<file path="src/rtl/connect_four_pkg.sv">
// Shared Connect Four definitions: board geometry, cell encodings and the LED scanner states.
package connect_four_pkg;
   localparam int ROWS     = 8;
   localparam int COLS     = 8;
   localparam int ROW_BITS = 3;
   localparam int COL_BITS = 3;

   typedef enum logic [1:0] {
      EMPTY   = 2'b00,
      PLAYER1 = 2'b01,
      PLAYER2 = 2'b10
   } cell_e;

   typedef enum logic {
      FETCH   = 1'b0,
      DISPLAY = 1'b1
   } scanState_e;
endpackage

</file>
<file path="src/rtl/led_line_buffer.sv">
// One board row of cells captured from the read bus, mapped to red/green column drives.
module led_line_buffer
   import connect_four_pkg::*;
(
   input  logic                clk,
   input  logic                rst_n,
   input  logic                wrEn_i,
   input  logic [COL_BITS-1:0] wrCol_i,
   input  logic [1:0]          wrData_i,
   input  logic                cursorEn_i,
   input  logic [COL_BITS-1:0] cursorCol_i,
   input  logic [1:0]          cursorPlayer_i,
   input  logic                hidePieces_i,
   output logic [COLS-1:0]     red_o,
   output logic [COLS-1:0]     green_o
);
   logic [COLS-1:0][1:0] cells_q;
   logic [COLS-1:0][1:0] cells_d;

   always_ff @(posedge clk or negedge rst_n) begin
      if (!rst_n) begin
         cells_q <= '0;
      end else begin
         cells_q <= cells_d;
      end
   end

   always_comb begin
      cells_d = cells_q;
      if (wrEn_i) begin
         cells_d[wrCol_i] = wrData_i;
      end
   end

   // Mapping looks at the next-state cells so the last capture of a fetch is already included.
   always_comb begin
      red_o   = '0;
      green_o = '0;
      if (!hidePieces_i) begin
         for (int c = 0; c < COLS; c++) begin
            red_o[c]   = cells_d[c][0];
            green_o[c] = cells_d[c][1];
         end
      end
      if (cursorEn_i && (cells_d[cursorCol_i] == EMPTY)) begin
         red_o[cursorCol_i]   = cursorPlayer_i[0];
         green_o[cursorCol_i] = cursorPlayer_i[1];
      end
   end
endmodule

</file>
<file path="src/rtl/board_led_scanner.sv">
// Row-multiplexed LED scanner: fetches one board row over the game read bus, then lights it.
module board_led_scanner
   import connect_four_pkg::*;
#(
   parameter int DWELL_CYCLES = 1024,
   parameter int BLINK_FRAMES = 16
) (
   input  logic                clk,
   input  logic                rst_n,
   output logic [ROW_BITS-1:0] row_read,
   output logic [COL_BITS-1:0] col_read,
   input  logic [1:0]          data_in,
   input  logic                bus_valid,
   input  logic                game_over,
   input  logic [COL_BITS-1:0] current_col,
   input  logic [1:0]          current_player,
   output logic [ROWS-1:0]     led_row,
   output logic [COLS-1:0]     led_red,
   output logic [COLS-1:0]     led_green,
   output logic                frame_start
);
   localparam int DWELL_W = (DWELL_CYCLES > 1) ? $clog2(DWELL_CYCLES) : 1;
   localparam int FRAME_W = (BLINK_FRAMES > 1) ? $clog2(BLINK_FRAMES) : 1;
   localparam logic [DWELL_W-1:0] DWELL_LAST = DWELL_W'(DWELL_CYCLES - 1);
   localparam logic [FRAME_W-1:0] FRAME_LAST = FRAME_W'(BLINK_FRAMES - 1);

   scanState_e          state_q, state_d;
   logic [ROW_BITS-1:0] scanRow_q, scanRow_d;
   logic [3:0]          fetchCnt_q, fetchCnt_d;
   logic [DWELL_W-1:0]  dwellCnt_q, dwellCnt_d;
   logic [FRAME_W-1:0]  frameCnt_q, frameCnt_d;
   logic                blink_q, blink_d;
   logic                rowFresh_q, rowFresh_d;
   logic [ROWS-1:0]     ledRow_q, ledRow_d;
   logic [COLS-1:0]     ledRed_q, ledRed_d;
   logic [COLS-1:0]     ledGreen_q, ledGreen_d;
   logic                fetchDone, dwellDone, captureEn;
   logic [COLS-1:0]     mapRed, mapGreen;

   assign fetchDone = (state_q == FETCH) && bus_valid && (fetchCnt_q == 4'd8);
   assign dwellDone = (state_q == DISPLAY) && (dwellCnt_q == DWELL_LAST);
   assign captureEn = (state_q == FETCH) && bus_valid && (fetchCnt_q != 4'd0);

   always_ff @(posedge clk or negedge rst_n) begin
      if (!rst_n) begin
         state_q    <= FETCH;
         scanRow_q  <= '0;
         fetchCnt_q <= '0;
         dwellCnt_q <= '0;
         frameCnt_q <= '0;
         blink_q    <= 1'b0;
         rowFresh_q <= 1'b1;
         ledRow_q   <= '0;
         ledRed_q   <= '0;
         ledGreen_q <= '0;
      end else begin
         state_q    <= state_d;
         scanRow_q  <= scanRow_d;
         fetchCnt_q <= fetchCnt_d;
         dwellCnt_q <= dwellCnt_d;
         frameCnt_q <= frameCnt_d;
         blink_q    <= blink_d;
         rowFresh_q <= rowFresh_d;
         ledRow_q   <= ledRow_d;
         ledRed_q   <= ledRed_d;
         ledGreen_q <= ledGreen_d;
      end
   end

   // A low bus_valid spoils either this address or this data beat, so the fetch starts over.
   always_comb begin
      state_d    = state_q;
      scanRow_d  = scanRow_q;
      fetchCnt_d = fetchCnt_q;
      dwellCnt_d = dwellCnt_q;
      frameCnt_d = frameCnt_q;
      blink_d    = blink_q;
      rowFresh_d = rowFresh_q;
      case (state_q)
         FETCH: begin
            rowFresh_d = 1'b0;
            dwellCnt_d = '0;
            if (!bus_valid || fetchDone) begin
               fetchCnt_d = '0;
            end else begin
               fetchCnt_d = fetchCnt_q + 4'd1;
            end
            if (fetchDone) begin
               state_d = DISPLAY;
            end
         end
         DISPLAY: begin
            dwellCnt_d = dwellCnt_q + 1'b1;
            if (dwellDone) begin
               state_d    = FETCH;
               dwellCnt_d = '0;
               scanRow_d  = scanRow_q + 1'b1;
               rowFresh_d = 1'b1;
               if (scanRow_q == ROW_BITS'(ROWS - 1)) begin
                  if (frameCnt_q == FRAME_LAST) begin
                     frameCnt_d = '0;
                     blink_d    = !blink_q;
                  end else begin
                     frameCnt_d = frameCnt_q + 1'b1;
                  end
               end
            end
         end
         default: state_d = FETCH;
      endcase
   end

   always_comb begin
      row_read    = scanRow_q;
      col_read    = (state_q == FETCH) ? fetchCnt_q[2:0] : '0;
      frame_start = rst_n && (state_q == FETCH) && (scanRow_q == '0) && rowFresh_q;
      ledRow_d    = ledRow_q;
      ledRed_d    = ledRed_q;
      ledGreen_d  = ledGreen_q;
      if (fetchDone) begin
         ledRow_d   = ROWS'(1) << scanRow_q;
         ledRed_d   = mapRed;
         ledGreen_d = mapGreen;
      end else if (dwellDone) begin
         ledRow_d   = '0;
         ledRed_d   = '0;
         ledGreen_d = '0;
      end
   end

   assign led_row   = ledRow_q;
   assign led_red   = ledRed_q;
   assign led_green = ledGreen_q;

   led_line_buffer u_lineBuffer (
      .clk            (clk),
      .rst_n          (rst_n),
      .wrEn_i         (captureEn),
      .wrCol_i        (fetchCnt_q[2:0] - 3'd1),
      .wrData_i       (data_in),
      .cursorEn_i     ((scanRow_q == ROW_BITS'(ROWS - 1)) && !game_over && blink_q),
      .cursorCol_i    (current_col),
      .cursorPlayer_i (current_player),
      .hidePieces_i   (game_over && !blink_q),
      .red_o          (mapRed),
      .green_o        (mapGreen)
   );
endmodule

</file>
<file path="config.mk">
export PLATFORM = sky130hd
export DESIGN_NAME = board_led_scanner
export DESIGN_NICKNAME = d
export VERILOG_FILES = /design/src/rtl/connect_four_pkg.sv /design/src/rtl/led_line_buffer.sv /design/src/rtl/board_led_scanner.sv
export SDC_FILE = /design/constraint.sdc
export NUM_CORES = 1
export LEC_CHECK = 0
export BUFFER_PORTS_ARGS = -buffer_cell sky130_fd_sc_hd__clkbuf_2
export CORE_ASPECT_RATIO = 0.8
export CORE_MARGIN = 8
export CORE_UTILIZATION = 45
export DETAILED_ROUTE_END_ITERATION = 10
export PLACE_DENSITY = 0.7
export SLEW_MARGIN = 5
export SYNTH_ARGS = -nofsm -noshare
export SYNTH_HDL_FRONTEND = slang
export SYNTH_SLANG_ARGS = --single-unit
</file>
<file path="constraint.sdc">
create_clock -name clk -period 3.4 [get_ports clk]
set_clock_uncertainty 0.1 [all_clocks]
set_input_delay 0.51 -clock clk [delete_from_list [all_inputs] [get_ports clk]]
set_output_delay 0.51 -clock clk [all_outputs]
set_load 0.02 [all_outputs]
</file>
==> summary.txt <==
Yosys
  • Ys flop type: dfrtp_1
  • Mean Syn Cell Area: ~10 um2
  • Simple-gate share of the synthesized area: 20.12%
  • Main combinational cell family by area after synthesis: simple AND/OR/NAND/NOR gates
  • Post-synthesis xor/xnor area fraction: 3.423%
  • Synthesized-area fraction occupied by adder cells: 3.804%
  • Multiplexer area fraction after synthesis: 7.912%
  • Asr flop ratio synth: between 90% and 100%
  • Post-synth top area share: 47.93%
  • Synth area leaders: dfrtp_1 48%, mux2_2 5.5%, nand2_1 4.6%
  • Seq/Total Area, Yosys: roughly half
  • Post-synth net total: 341
  • Number of synthesized flops with an enable pin: 0
  • Synth top cells by count: 63 x dfrtp_1, 40 x nand2_1, 22 x nand3_1
  • Synth warn: 0
  • Count leader, synth: dfrtp_1
  • Compound-Gate Fraction of Synth Area: 11.75%
  • Yosys cell types: 54
  • Flops & latches, synth: 64
  • Synth Instances: 320
  • Synthesized cell area: between 3000 and 4000 um2
  • Yosys top cell by area: dfrtp_1

Critical path
  • CP required: 3550 ps
  • Worst reg2reg path depth: 7
  • R2R Path Start: fetchCnt_q[0]
  • Setup crit start: fetchCnt_q[0]
  • CP arrival: 3090 ps
  • End of the worst register-to-register path: led_green[1]
  • Flop2flop setup slack: 460 ps
  • Crit path cell chain: inv_1 -> ha_1 -> nand4b_1 -> or2_2 -> a2111oi_2 -> nand4_1 -> o21ai_0
  • Crit end category: flip-flop
  • Slowest CP cell: nand4_1
  • Crit path kind: flip-flop to flip-flop
  • Crit path largest cell delay: between 500 and 600 ps
  • Startpoint Class: flip-flop
  • Critical path peak fanout: 12

Routing
  • Antenna Violating Nets Remaining: 0
  • Vias: 2529
  • Routed wire length: 7.410 mm
  • Wire per inst: 16.21 um
  • Drt pass-1 iters: 4
  • Drt initial violations: 194
  • Vias per cell: 5.534
  • DRC viols: 0

CTS
  • H-tree levels: 3
  • Clock buffer depth: 2
  • Worst-skew pair later-pin latency: 340 ps
  • Clock-pin slew on the worst setup and hold paths: 70 ps
  • Post_cts resized: 0
  • CTS Buf Count: 9
  • Root buf cell: clkbuf_8
  • Cts hold-fix bufs: 0
  • Postcts setup bufs: 0
  • CTS tree: built
  • Clock sinks: 64

Floorplanning
  • Core box area: 7252 um2
  • Chip width: 111.6 um
  • Initial Util: 45.36%
  • Die Area: 10320 um2
  • # IOs: 42
  • Die Height: 92.47 um
  • FP Rows: 28

STA
  • Worst slew pin tran: 790.1 ps
  • Final hold violation count: 0
  • Count of final max-slew check failures: 0
  • TNS Setup: 0 ps
  • Fmax: ~0.34 GHz
  • RSZ-0062 raised after global routing: no
  • Finish-stage setup viols: 0
  • Final min period: 2944 ps
  • Fin crit share: 86.57%
  • Final hold slack: 277.3 ps
  • Max transition margin: approximately 47%

Place
  • GPL Wtd Cong: 0.7883
  • DPL Wire Length: 5.243 mm
  • # port buffers: 41

Global routing
  • GRT Util Overall: between 15 and 20%
  • First-pass GRT wire length: around 13 mm
  • Largest net degree at the start of global routing: 65
  • Vias in the first global route: 2582
  • Antenna violations before repair: 0
  • Gr ovfl total: 0

Pwr
  • Leakage Power: 1.802 nW
  • Overall power: between 1 and 1.5 mW
  • Max VDD drop: 189.1 uV
  • PwrDens: 384.5 nW/um2

Finish
  • Ratio of cells with drive above 1 in the final layout: 24.52%
  • Area added between synthesis and finish: 13.85%
  • Nets: 383
  • # diodes: 0

Hold path
  • Hold Path Class: input pin to asynchronous set/reset pin

Job
  • Max Cap Viol: 0

Run status
  • Status: completed
[cell type report]
cell class | count | area, um2
Multi-Input combinational cell | 228 | 1546
Fill cell | 656 | 3507
Tap cell | 90 | 112.6
Clock inverter | 4 | 45.04
Timing Repair Buffer | 49 | 265.3
Inverter | 10 | 37.54
Clock buffer | 12 | 135.1
Sequential cell | 64 | 1603
[metal layers]
metal | global-route usage, % | share of wire (%) | vias up
met4 | 7.491 | 1.2 | 0
met2 | 22.91 | 44 | 64
met1 | 20.93 | 49 | 1229
met3 | 3.576 | 5.6 | 6
met5 | 0 | 0 | -
li1 | - | - | 1230
[worst max path at each step]
stage / endpoint / slack [ps]
after floorplan: led_green[4] / 930
after global placement: led_green[6] / 620
after detailed placement: led_green[1] / 540
after CTS: led_green[1] / 490
after global routing: led_green[1] / 240
final: led_green[1] / 460
[stage by stage]
| stage | worst slack, ps | cell area [um2] | util, % | cells |
|---|---|---|---|---|
| after floorplan | 926.9 | 3289 | - | 320 |
| after global placement | 618.6 | 3565 | 49.15 | 441 |
| after detailed placement | 536.4 | 3565 | 49.15 | 441 |
| after CTS | 488.0 | 3745 | 51.64 | 457 |
| after global routing | 241.2 | 3745 | 51.64 | 457 |
| final | 456.5 | 3745 | 51.64 | 457 |
[kinds of logic (layout without fill, tap and decap cells)]
family | Yosys count | after routing
simple gates | 126 | 126
flops | 64 | 64
compound gates | 57 | 57
buf+inv | 28 | 75
mux | 23 | 23
xor+xnor | 12 | 12
fa+ha+maj | 10 | 10
[registers in the layout, indices dropped and copies added, names as in the netlist, 3 cells and up]
signal                flops
u_lineBuffer.cells_q     16
dwellCnt_q               10
led_green                 8
led_red                   8
led_row                   8
fetchCnt_q                4
frameCnt_q                4
row_read                  3
[where the power goes]
group / internal [mW] / leakage (nW) / switching, mW
clock network: 0.336 / 0.0941 / 0.285
logic: 0.0140 / 0.857 / 0.0395
registers: 0.763 / 0.851 / 0.00261
[layout by cell type, fill, tap and decap left out, types with 3 or more instances in the layout]
cell and instances:
dfrtp_1 63, clkbuf_2 41, nand2_1 40, nand3_1 22, nor2_1 19, mux2_2 16, o21ai_0 16, a22oi_1 14
inv_1 10, ha_1 10, clkbuf_8 9, buf_4 8, o21ai_1 7, xnor2_1 6, xor2_1 5, mux2i_1 5
nor3_1 5, nand4_1 5, or3_1 4, and2_1 4, o31ai_1 4, nor3b_1 4, a22o_1 3, a21oi_1 3
and3b_1 3, clkbuf_1 3, clkinv_2 3
[worst max-delay path, delay by kind of cell (launching register included)]
kind / cells / cell delay, ps
flops: 1 / 510
simple gates: 3 / 1000
buf+inv: 1 / 80
compound gates: 2 / 730
fa+ha+maj: 1 / 430
Power figures use the tool's default switching activity.
